`src/rtl/chan_select_pipe.sv`:
```
// -----------------------------------------------------------------------------
// chan_select_pipe
//
// Purpose:
//   N:1 channel-select stage with a registered valid/ready output. Each accepted
//   beat selects one of NUM_CH WIDTH-bit channels by in_sel. The result is held
//   in a 2-entry skid buffer, so upstream sees in_ready with no combinational
//   dependence on out_ready. Out-of-range selects emit DEFAULT_VAL, set the
//   beat's err flag, and bump a saturating error counter.
//
// Ports:
//   clk        in   rising-edge clock
//   rst_n      in   asynchronous active-low reset
//   in_data    in   flattened channels, ch i = in_data[i*WIDTH +: WIDTH]
//   in_sel     in   channel index for the offered beat
//   in_valid   in   upstream beat offered
//   in_ready   out  stage can accept a beat (buffer not full, not in reset)
//   out_data   out  head entry data
//   out_sel    out  head entry channel index (as given on input)
//   out_err    out  head entry had in_sel >= NUM_CH
//   out_valid  out  head entry valid (buffer not empty)
//   out_ready  in   downstream accepts head entry
//   clr_err    in   synchronous clear of err_cnt, wins over an increment
//   err_cnt    out  saturating count of accepted out-of-range beats
// -----------------------------------------------------------------------------
module chan_select_pipe #(
    parameter int unsigned       WIDTH       = 32,
    parameter int unsigned       NUM_CH      = 4,
    parameter logic [WIDTH-1:0]  DEFAULT_VAL = '0,
    parameter int unsigned       ERR_CNT_W   = 8,
    localparam int unsigned      SEL_W       = $clog2(NUM_CH)
) (
    input  logic                    clk,
    input  logic                    rst_n,
    input  logic [NUM_CH*WIDTH-1:0] in_data,
    input  logic [SEL_W-1:0]        in_sel,
    input  logic                    in_valid,
    output logic                    in_ready,
    output logic [WIDTH-1:0]        out_data,
    output logic [SEL_W-1:0]        out_sel,
    output logic                    out_err,
    output logic                    out_valid,
    input  logic                    out_ready,
    input  logic                    clr_err,
    output logic [ERR_CNT_W-1:0]    err_cnt
);

    // Occupancy encodings of the 2-entry buffer
    localparam logic [1:0] CNT_EMPTY = 2'd0;
    localparam logic [1:0] CNT_ONE   = 2'd1;
    localparam logic [1:0] CNT_FULL  = 2'd2;

    // Head entry (drives outputs) and tail entry (second in FIFO order)
    logic [WIDTH-1:0]     h_data_q, h_data_d;
    logic [SEL_W-1:0]     h_sel_q,  h_sel_d;
    logic                 h_err_q,  h_err_d;
    logic [WIDTH-1:0]     t_data_q, t_data_d;
    logic [SEL_W-1:0]     t_sel_q,  t_sel_d;
    logic                 t_err_q,  t_err_d;
    logic [1:0]           cnt_q,    cnt_d;
    logic [ERR_CNT_W-1:0] err_cnt_q, err_cnt_d;

    // Captured form of the incoming beat
    logic [WIDTH-1:0]     cap_data;
    logic                 cap_err;

    logic                 push;
    logic                 pop;

    // ------------------------------------------------------------------
    // Handshake decode: only registered state (plus reset) feeds in_ready
    // ------------------------------------------------------------------
    assign in_ready  = rst_n & (cnt_q != CNT_FULL);
    assign out_valid = (cnt_q != CNT_EMPTY);
    assign push      = in_valid & in_ready;
    assign pop       = out_valid & out_ready;

    // ------------------------------------------------------------------
    // Channel select; any index with no matching channel falls back to
    // DEFAULT_VAL and is flagged as an error.
    // ------------------------------------------------------------------
    always_comb begin
        cap_data = DEFAULT_VAL;
        cap_err  = 1'b1;
        for (int unsigned i = 0; i < NUM_CH; i++) begin
            if (32'(in_sel) == i) begin
                cap_data = in_data[i*WIDTH +: WIDTH];
                cap_err  = 1'b0;
            end
        end
    end

    // ------------------------------------------------------------------
    // Buffer next state. Entries shift toward the head on pop; a new beat
    // lands in the first slot that is free after this edge's pop.
    // ------------------------------------------------------------------
    always_comb begin
        h_data_d = h_data_q;
        h_sel_d  = h_sel_q;
        h_err_d  = h_err_q;
        t_data_d = t_data_q;
        t_sel_d  = t_sel_q;
        t_err_d  = t_err_q;
        cnt_d    = cnt_q;

        unique case (cnt_q)
            CNT_EMPTY: begin
                // pop is impossible here (out_valid=0)
                if (push) begin
                    h_data_d = cap_data;
                    h_sel_d  = in_sel;
                    h_err_d  = cap_err;
                    cnt_d    = CNT_ONE;
                end
            end
            CNT_ONE: begin
                if (push && pop) begin
                    // head leaves, new beat becomes head, occupancy unchanged
                    h_data_d = cap_data;
                    h_sel_d  = in_sel;
                    h_err_d  = cap_err;
                end else if (push) begin
                    t_data_d = cap_data;
                    t_sel_d  = in_sel;
                    t_err_d  = cap_err;
                    cnt_d    = CNT_FULL;
                end else if (pop) begin
                    cnt_d    = CNT_EMPTY;
                end
            end
            CNT_FULL: begin
                // push is impossible here (in_ready=0)
                if (pop) begin
                    h_data_d = t_data_q;
                    h_sel_d  = t_sel_q;
                    h_err_d  = t_err_q;
                    cnt_d    = CNT_ONE;
                end
            end
            default: begin
                cnt_d = CNT_EMPTY;
            end
        endcase
    end

    // ------------------------------------------------------------------
    // Saturating out-of-range counter; clear has priority
    // ------------------------------------------------------------------
    always_comb begin
        err_cnt_d = err_cnt_q;
        if (clr_err) begin
            err_cnt_d = '0;
        end else if (push && cap_err && (err_cnt_q != '1)) begin
            err_cnt_d = err_cnt_q + 1'b1;
        end
    end

    // ------------------------------------------------------------------
    // State registers
    // ------------------------------------------------------------------
    always_ff @(posedge clk or negedge rst_n) begin
        if (!rst_n) begin
            h_data_q  <= '0;
            h_sel_q   <= '0;
            h_err_q   <= 1'b0;
            t_data_q  <= '0;
            t_sel_q   <= '0;
            t_err_q   <= 1'b0;
            cnt_q     <= CNT_EMPTY;
            err_cnt_q <= '0;
        end else begin
            h_data_q  <= h_data_d;
            h_sel_q   <= h_sel_d;
            h_err_q   <= h_err_d;
            t_data_q  <= t_data_d;
            t_sel_q   <= t_sel_d;
            t_err_q   <= t_err_d;
            cnt_q     <= cnt_d;
            err_cnt_q <= err_cnt_d;
        end
    end

    assign out_data = h_data_q;
    assign out_sel  = h_sel_q;
    assign out_err  = h_err_q;
    assign err_cnt  = err_cnt_q;

endmodule
```
`config.mk`:
```
export PLATFORM = sky130hd
export DESIGN_NAME = chan_select_pipe
export DESIGN_NICKNAME = d
export VERILOG_FILES = /design/src/rtl/chan_select_pipe.sv
export SDC_FILE = /design/constraint.sdc
export NUM_CORES = 1
export LEC_CHECK = 0
export ABC_AREA = 1
export BUFFER_PORTS_ARGS = -buffer_cell sky130_fd_sc_hd__buf_2
export CORE_MARGIN = 4
export CORE_UTILIZATION = 49
export DETAILED_ROUTE_END_ITERATION = 10
export PLACE_DENSITY = 0.89
export SLEW_MARGIN = 10
export SYNTH_ARGS = -nofsm -noshare
export SYNTH_HDL_FRONTEND = slang
export SYNTH_SLANG_ARGS = --single-unit
export TNS_END_PERCENT = 1
```
`constraint.sdc`:
```
create_clock -name clk -period 1.4 [get_ports clk]
set_input_delay 0.21 -clock clk [delete_from_list [all_inputs] [get_ports clk]]
set_output_delay 0.21 -clock clk [all_outputs]
set_load 0.005 [all_outputs]
```
== After elaboration in Yosys (flattened, before gate mapping) ==
Index checks and enable logic that the tools add are counted.
Widths: inputs -> output; s select.
Word-level totals
  flip-flop bits (word level): 80
  output and inout bits: 45
  bits of input ports: 135
Operators by class
  equal/unequal tests: 12
  bitwise logic cells: 4
  reductions and logical operators: 11
  multiplexer cells: 28
  add/sub/neg operators: 1
Operators with widths (count)
  $mux 32: 7
  $pmux 32 s3: 1
  $mux 2: 8
  $mux 8: 2
  $pmux 2 s3: 2
  $ne 2x2->1 const B: 5
  $add 8x1->8 const B: 1
  $ne 8x8->1 const B: 1
  $reduce_and 4->1: 2
  $mux 1: 7
  $eq 2x2->1 const B: 3
  $eq 2x1->1 const B: 2
  $logic_not 2->1: 2
  $reduce_bool 2->1: 2
  $and 1x1->1: 3
  $logic_and 1x1->1: 3
  $ne 3x3->1 const B: 1
  $pmux 1 s3: 1
  $reduce_and 3->1: 1
  $reduce_bool 3->1: 1
  $not 1->1: 1

== Depth between registers and ports, before layout ==
Gate-level depths: netlist of run 1.
  word-level depth: 9
  depth in mapped cells: 9

== Worst setup path before layout of run 1 ==
No wires, ideal clock.
  kind: register -> register
  start: register cnt_q[0]
  end: register cnt_q[0]
  period minus slack after synthesis: 1.253 ns
  data required time: 1.262 ns
  setup slack: 0.147 ns
  buffers on the path: 1
  data arrival time: 1.115 ns
  stages on the path, launching flop included: 6
  library setup time: 0.138 ns
  path through: dfrtp_1 -> nand4_2 -> inv_1 -> nand2_2 -> clkbuf_1 -> nand3_1
On the way
  cells in the longest elaborated chain, start to end: 6
RTL lines
  start: declaration: line 60  | logic [1:0] cnt_q, cnt_d;
  start signal: assignment: line 178  | cnt_q <= cnt_d;
  $ne 2x2->1: line 73  | assign in_ready = rst_n & (cnt_q != CNT_FULL);
  $and 1x1->1: line 73
  $and 1x1->1: line 75  | assign push = in_valid & in_ready;
  $mux 2 / $logic_and 1x1->1 (equally long branches): line 122, 117
  $mux 2 / $ne 2x2->1 (equally long branches)
  $pmux 2 s3 / $reduce_and 4->1 (equally long branches)
Several ways; a longest one is shown, not always the timed one. The select of a mux whose other input is x is not followed.
A chain may end at the register's enable or synchronous reset.

== Final worst setup path of run 1 ==
  start: register cnt_q[1]
  end: register h_data_q[17], in the netlist out_data[17]
On the way
  cells in the longest elaborated chain, start to end: 6
RTL lines
  $ne 2x2->1: line 73
  $and 1x1->1: line 73
  $and 1x1->1: line 75
  $logic_and 1x1->1: line 117  | if (push && pop) begin
  $ne 2x2->1 (no source line)
  $reduce_and 4->1 (no source line)
  end signal: assignment: line 172  | h_data_q <= h_data_d;
  end: declaration: line 54  | logic [WIDTH-1:0] h_data_q, h_data_d;
Several ways; a longest one is shown, not always the timed one.

==> qor_table.md, run 1 <==
| Parameter | Reported | Unit |
|:---|:---|:---|
| Run status | finished with violations | - |
| Violated checks | negative setup slack | - |
| Commonest non-fill, non-tap cells in the layout | sky130_fd_sc_hd__nand2_1, sky130_fd_sc_hd__buf_2, sky130_fd_sc_hd__nand3_1 | - |
| Buffers on Ports | 179 | - |
| First-pass detailed-route iteration total | 5 | - |
| Total congestion overflow after global routing | 0 | - |
| Leading cell type in the layout, fill and taps excluded | sky130_fd_sc_hd__nand2_1 | - |
| Standard cell core area | 0.008848 | mm² |
| Synth top area cells | sky130_fd_sc_hd__dfrtp_1, sky130_fd_sc_hd__nand2_1, sky130_fd_sc_hd__nand3_1 | - |
| Wire length of the first global-routing pass | 23,210 | µm |
| Crit. End Element | register | - |
| Full die area | 0.01083 | mm² |
| Total setup violations reported at the end of the flow | 3 | - |
| Max Clock Skew | 0.01202 | ns |
| Cell depth of the worst min-delay path | 2 | - |
| Yosys warnings | 0 | - |
| H-tree Lvls | 3 | - |
| Number of clock buffers inserted by TritonCTS | 9 | - |
| Synth top area share | 44.27 | % |
| Synth Instances | 633 | - |
| Share of the cycle needed by the critical path after routing | 101.3 | % |
| Max-Cap Viols | 0 | - |
| Maximum resistive drop on vdd | 0.4753 | mV |
| Maximum operating frequency | 0.7054 | GHz |
| Tightest Pin Transition | 0.9648 | ns |
| Total power | 7.395 | mW |
| Aggregate negative setup slack | -0.03231 | ns |
| Starting density of the core | 51.10 | % |
| Worst relative slew slack | 35.68 | % |
| Final Slew Violations | 0 | - |
| Leakage power figure | 3.270 | nW |
| Kind of start point of the critical path | register | - |
| Critical path fanouts, max | 15 | - |
| Via count | 4,979 | - |
| Per-cell via count in the routed design | 5.371 | - |
| Seq/Total Area, Yosys | 44.27 | % |
| Drc violations | 0 | - |
| X dimension of the die | 104.1 | µm |
| Total I/O pin count | 180 | - |
| Post-layout net count | 948 | - |
| Post-synthesis sequential element count | 80 | - |
| DR iter-0 viols | 373 | - |
| Pin count of the biggest net entering global routing | 79 | - |
| Height of the chip | 104.1 | µm |
| Placed wire-length estimate after detailed placement | 10,180 | µm |
| PwrDens | 1240 | mW/mm² |
| Min Clock Period, post-route | 1.418 | ns |
| Setup Crit Path Kind | register to register | - |
| Syn avg cell area | 7.144 | µm² |
| Class of the worst hold path | primary input to register | - |
| Count of unique library cells instantiated by Yosys | 23 | - |
| Clock root buffer | sky130_fd_sc_hd__clkbuf_8 | - |
| Total Routing Usage GR | 26.38 | % |
| Wire length per cell | 15.25 | µm |
| Data arrival time of the critical path | 1.64 | ns |
| Sinks on the clock net | 80 | - |
| Placer congestion estimate | 0.8336 | - |
| Syn nets | 768 | - |
| Final worst-path setup slack | -0.01772 | ns |
| Required time reported for the critical path endpoint | 1.62 | ns |
| CTS tree | yes | - |
| Number of placement rows | 34 | - |
| Worst-case reg-to-reg path depth | 9 | - |
| Drt total wl | 14,130 | µm |
| Insertion delay to the later sink of the worst-skew pair | 0.35 | ns |
| Count of nets left with antenna violations after detail routing | 0 | - |
| Share of layout cells above drive strength 1 | 29.95 | % |
| Synth Cell Area | 0.004522 | mm² |
| Number of global-route vias before repair | 4,795 | - |
| Filler Cells Inserted | 786 | - |
| Synth-to-Final Area Change | 31.90 | % |
| RSZ-0062 raised after global routing | yes | - |
| Max clock buf depth | 2 | - |
| Clock transition at the register clock pins on the worst setup and hold paths after CTS | 0.08 | ns |
| Antenna violations before repair | 1 | - |
| Synth area leader | sky130_fd_sc_hd__dfrtp_1 | - |
| Number of hold-slack violations in the final timing report | 0 | - |
==> path summary, 6_finish.rpt <==
path                             from      endpoint  slack [ns]
max                          cnt_q[1]  out_data[17]       -0.02
min                         out_ready      cnt_q[1]        0.10
max reg2reg                  cnt_q[1]  out_data[17]       -0.02
min reg2reg                err_cnt[1]    err_cnt[1]        0.49
max in group asynchronous       rst_n  t_data_q[11]        0.59
min in group asynchronous       rst_n  out_data[20]        0.18
==> flip-flops by register name (all words and copies together), names as in the netlist <==
| register | cells |
|---|---|
| cnt_q | 2 |
| err_cnt | 8 |
| out_data | 32 |
| out_err | 1 |
| out_sel | 2 |
| t_data_q | 32 |
| t_err_q | 1 |
| t_sel_q | 2 |
==> layout make-up <==
type	count	area (µm²)	share of cell area, %
Antenna cell	1	2.502	0.04196
Clock buffer	10	127.6	2.140
Clock inverter	6	60.06	1.007
Inverter	20	77.57	1.301
Multi-Input combinational cell	490	2241	37.57
Sequential cell	80	2002	33.56
Tap cell	108	135.1	2.266
Timing Repair Buffer	212	1319	22.11
==> where the power goes <==
group	internal [mW]	switching [mW]
combinational	1.04	1.20
clock	0.815	0.815
sequential	3.09	0.441
total	4.94	2.45
==> kinds of logic (layout without fill, tap and decap cells) <==
logic type             after synthesis  in the layout  share of synthesized area, %
other                                0              1                             0
AO/OA/AOI/OAI                       38             38                         4.206
buffers and inverters               63            248                         6.835
AND/OR/NAND/NOR                    452            452                         44.69
flip-flops                          80             80                         44.27
==> critical path, cell delays in order (launching register included) <==
cell and delay [ns]:
sky130_fd_sc_hd__dfrtp_1 0.36, sky130_fd_sc_hd__inv_2 0.06, sky130_fd_sc_hd__nor2_4 0.15, sky130_fd_sc_hd__buf_6 0.12
sky130_fd_sc_hd__inv_2 0.04, sky130_fd_sc_hd__o21ai_2 0.12, sky130_fd_sc_hd__inv_2 0.08, sky130_fd_sc_hd__buf_4 0.20
sky130_fd_sc_hd__nand3_1 0.08, sky130_fd_sc_hd__nand2_1 0.07
==> metrics by stage <==
stage,instances,hold slack (ns),setup slack (ns),utilization [%],instance area [µm²]
after floorplan,633,-0.08559,0.1469,-,4522
after global placement,901,0.02379,0.06606,63.36,5607
after detailed placement,901,0.02352,0.02409,63.36,5607
after CTS,925,0.08159,-0.01176,66.88,5918
after global routing,927,0.09144,-0.1046,67.41,5964
final,927,0.1002,-0.01772,67.41,5964
==> metal layers <==
layer / track usage, % / share of wire [%] / vias to the layer above
met4: 8.072 / 1.6 / 0
met5: 0 / 0 / -
li1: - / - / 2419
met3: 6.518 / 7.9 / 21
met2: 44.89 / 49 / 226
met1: 33.13 / 41 / 2313
==> what timing repair did <==
action	4_1_cts	5_1_grt
endpoints found under the hold margin	2	0
setup buffers	6	1
cloned	1	0
resized for setup	9	11
pin swaps	2	2
setup endpoints to repair	1	72
hold buffers	1	0
==> synth_stat cells, drive strengths merged <==
library cell and n:
o21ai 37, nand2 239, or2 32, nand4 3, nor2 14, a21oi 1
nand3 164, buf 32, clkbuf 11, dfrtp 80, inv 20
No activity file was read; power rests on OpenSTA's default activity.
==> run 2, diff against run 1 <==
Settings changed: CAP_MARGIN from default to 10, TNS_END_PERCENT 1 to 50.
==> run 2 against run 1 <==
The run still ends with negative setup slack left. Via count down 0.56%. Count of clock-buffer cells in the layout did not move. Die area unchanged. Worst setup slack about the same. Core utilization increased by 0.14 points. Non-clock buffer count is the same. Worst hold slack better by 0.013 ns. Global-route usage is the same. Fmax hardly changed. First-iteration DRC count increased by 1.3%. Sequential share of layout area shrank 0.070 points. Critical path type unchanged. Highest routed layer unchanged.
==> qor_table.md, run 2 (synthesis gave the netlist of run 1 again) <==
| Parameter | Reported | Unit | vs previous |
|:---|:---|:---|:---|
| Number of placement rows | 34 | - | unchanged |
| PwrDens | 1241 | mW/mm² | +0.12% |
| Drc violations | 0 | - | unchanged |
| Via count | 4,951 | - | -0.56% |
| Data arrival time of the critical path | 1.64 | ns | about the same |
| Non-filler instance count after layout | 927 | - | unchanged |
| Height of the chip | 104.1 | µm | unchanged |
| Kind of start point of the critical path | register | - |  |
| Min Clock Period, post-route | 1.418 | ns | -0.00008710 ns |
| Pin count of the biggest net entering global routing | 79 | - | unchanged |
| Total congestion overflow after global routing | 0 | - | unchanged |
| Required time reported for the critical path endpoint | 1.63 | ns | about the same |
| RSZ-0062 raised after global routing | yes | - |  |
| Share of the cycle needed by the critical path after routing | 101.3 | % | about the same |
| DR iter-0 viols | 378 | - | +1.3% |
| Setup Crit Path Kind | register to register | - |  |
| Class of the worst hold path | primary input to register | - |  |
| Sinks on the clock net | 80 | - | unchanged |
| Met2 capacity usage during global routing | 44.89 | % | unchanged |
| Max Clock Skew | 0.01154 | ns | -0.0004817 ns |
| Worst slack at placement | 0.02409 | ns | unchanged |
| Wire length of the first global-routing pass | 23,210 | µm | unchanged |
| Number of global-route vias before repair | 4,795 | - | unchanged |
| Finished layout cell area | 0.005977 | mm² | +0.21% |
| Total setup violations reported at the end of the flow | 2 | - | -1 |
| Run status | finished with violations | - |  |
| Standard cell area after detailed placement | 0.005607 | mm² | unchanged |
| Antenna violations before repair | 1 | - | unchanged |
| Leading cell type in the layout, fill and taps excluded | sky130_fd_sc_hd__nand2_1 | - |  |
| CTS tree | yes | - |  |
| Maximum resistive drop on vdd | 0.4781 | mV | +0.60% |
| Final cell utilization of the core | 67.55 | % | +0.14 points |
| Critical path fanouts, max | 15 | - | unchanged |
| X dimension of the die | 104.1 | µm | unchanged |
| Total power | 7.420 | mW | +0.33% |
| Total I/O pin count | 180 | - | unchanged |
| Synth-to-Final Area Change | 32.18 | % |  |
| Total Routing Usage GR | 26.38 | % | unchanged |
| Commonest non-fill, non-tap cells in the layout | sky130_fd_sc_hd__nand2_1, sky130_fd_sc_hd__buf_2, sky130_fd_sc_hd__nand3_1 | - |  |
| Final Slew Violations | 0 | - | unchanged |
| Wire length per cell | 15.24 | µm | about the same |
| Standard cell core area | 0.008848 | mm² | unchanged |
| Met3 Use GR | 6.518 | % | unchanged |
| Violated checks | negative setup slack | - |  |
| Placer congestion estimate | 0.8336 | - | unchanged |
| Drt total wl | 14,130 | µm | about the same |
| Full die area | 0.01083 | mm² | unchanged |
| Worst relative slew slack | 35.21 | % | -0.47 points |
| Clock root buffer | sky130_fd_sc_hd__clkbuf_8 | - |  |
| Max clock buf depth | 2 | - | unchanged |
| Post-layout net count | 948 | - | unchanged |
| First-pass detailed-route iteration total | 6 | - | +1 |
| Count of nets left with antenna violations after detail routing | 0 | - | unchanged |
| Max-Cap Viols | 0 | - | unchanged |
| Met1 global-route usage | 33.13 | % | unchanged |
| Buffers on Ports | 179 | - | unchanged |
| Clock transition at the register clock pins on the worst setup and hold paths after CTS | 0.08 | ns | about the same |
| Starting density of the core | 51.10 | % | unchanged |
| Tightest Pin Transition | 0.9718 | ns | +0.006999 ns |
| Insertion delay to the later sink of the worst-skew pair | 0.35 | ns | about the same |
| Per-cell via count in the routed design | 5.341 | - | -0.56% |
| Final worst-path setup slack | -0.01763 | ns | +0.00008710 ns |
| Layer carrying the most global-route usage | met2 | - |  |
| Filler Cells Inserted | 788 | - | +0.25% |
| Share of layout cells above drive strength 1 | 30.56 | % | +0.61 points |
| Number of clock buffers inserted by TritonCTS | 9 | - | unchanged |
| Crit. End Element | register | - |  |
| Cell count after placement | 901 | - | unchanged |
| Number of hold-slack violations in the final timing report | 0 | - | unchanged |
| Leakage power figure | 3.287 | nW | +0.52% |
| H-tree Lvls | 3 | - | unchanged |
| Maximum operating frequency | 0.7054 | GHz | about the same |
| Placed wire-length estimate after detailed placement | 10,180 | µm | unchanged |
run 2: cell count changes in the layout (fill, tap and decap cells not counted), moves of 2 or more:
cell                      before  now
sky130_fd_sc_hd__buf_4        17   15
sky130_fd_sc_hd__buf_6         6    9
sky130_fd_sc_hd__nand2_1     234  230
sky130_fd_sc_hd__nand2_2       4    7
run 2: where the power goes:
group / internal (mW) / switching (mW) / total [mW] / leakage, nW
Clock: 0.815 / 0.821 / 1.64 / 0.0921
Sequential: 3.09 / 0.447 / 3.54 / 1.02
Combinational: 1.04 / 1.20 / 2.25 / 2.17
run 2: path summary, 6_finish.rpt:
kind,slack (ns),start,cells after the start,endpoint
max,-0.02,cnt_q[0],8,out_data[17]
min,0.11,clr_err,2,err_cnt[5]
max reg2reg,-0.02,cnt_q[0],8,out_data[17]
min reg2reg,0.49,err_cnt[1],2,err_cnt[1]
max in group asynchronous,0.61,rst_n,2,out_data[10]
min in group asynchronous,0.17,rst_n,2,out_data[22]
run 2: cell type report:
| class | count | area [µm²] | area share, % |
|---|---|---|---|
| multi-input combinational | 490 | 2247 | 37.60 |
| sequential | 80 | 2002 | 33.49 |
| timing repair buffer | 212 | 1323 | 22.13 |
| tap | 108 | 135.1 | 2.261 |
| clock buffer | 10 | 127.6 | 2.135 |
| inverter | 20 | 80.08 | 1.340 |
| clock inverter | 6 | 60.06 | 1.005 |
| antenna | 1 | 2.502 | 0.04187 |
run 2: metal layers:
layer  wire length [µm]  part of all wire [%]
met5                  0                     0
met1               5811                    41
met4                287                   2.0
met3               1169                   8.3
met2               6856                    49
run 2: per-stage QoR:
stage                      TNS, ns  hold slack (ns)
after floorplan                  0         -0.08559
after global placement           0          0.02379
after detailed placement         0          0.02352
after CTS                 -0.01176          0.08159
after global routing        -3.930           0.1112
final                     -0.02461           0.1134
run 2: repair_timing:
action / 4_1_cts / 5_1_grt
resized for setup: 9 / 18
gates cloned: 1 / 0
hold endpoints to repair: 2 / 0
buffers inserted: 6 / 1
setup endpoints to repair: 1 / 72
hold buffers: 1 / 0
pin swaps: 2 / 3
run 2: critical path, stage by stage (launching register included):
cell and delay, ns:
sky130_fd_sc_hd__dfrtp_1 0.43, sky130_fd_sc_hd__nor2_4 0.15, sky130_fd_sc_hd__buf_6 0.13, sky130_fd_sc_hd__inv_4 0.04, sky130_fd_sc_hd__o21ai_2 0.12, sky130_fd_sc_hd__inv_2 0.08
sky130_fd_sc_hd__buf_4 0.20, sky130_fd_sc_hd__nand3_1 0.08, sky130_fd_sc_hd__nand2_1 0.07
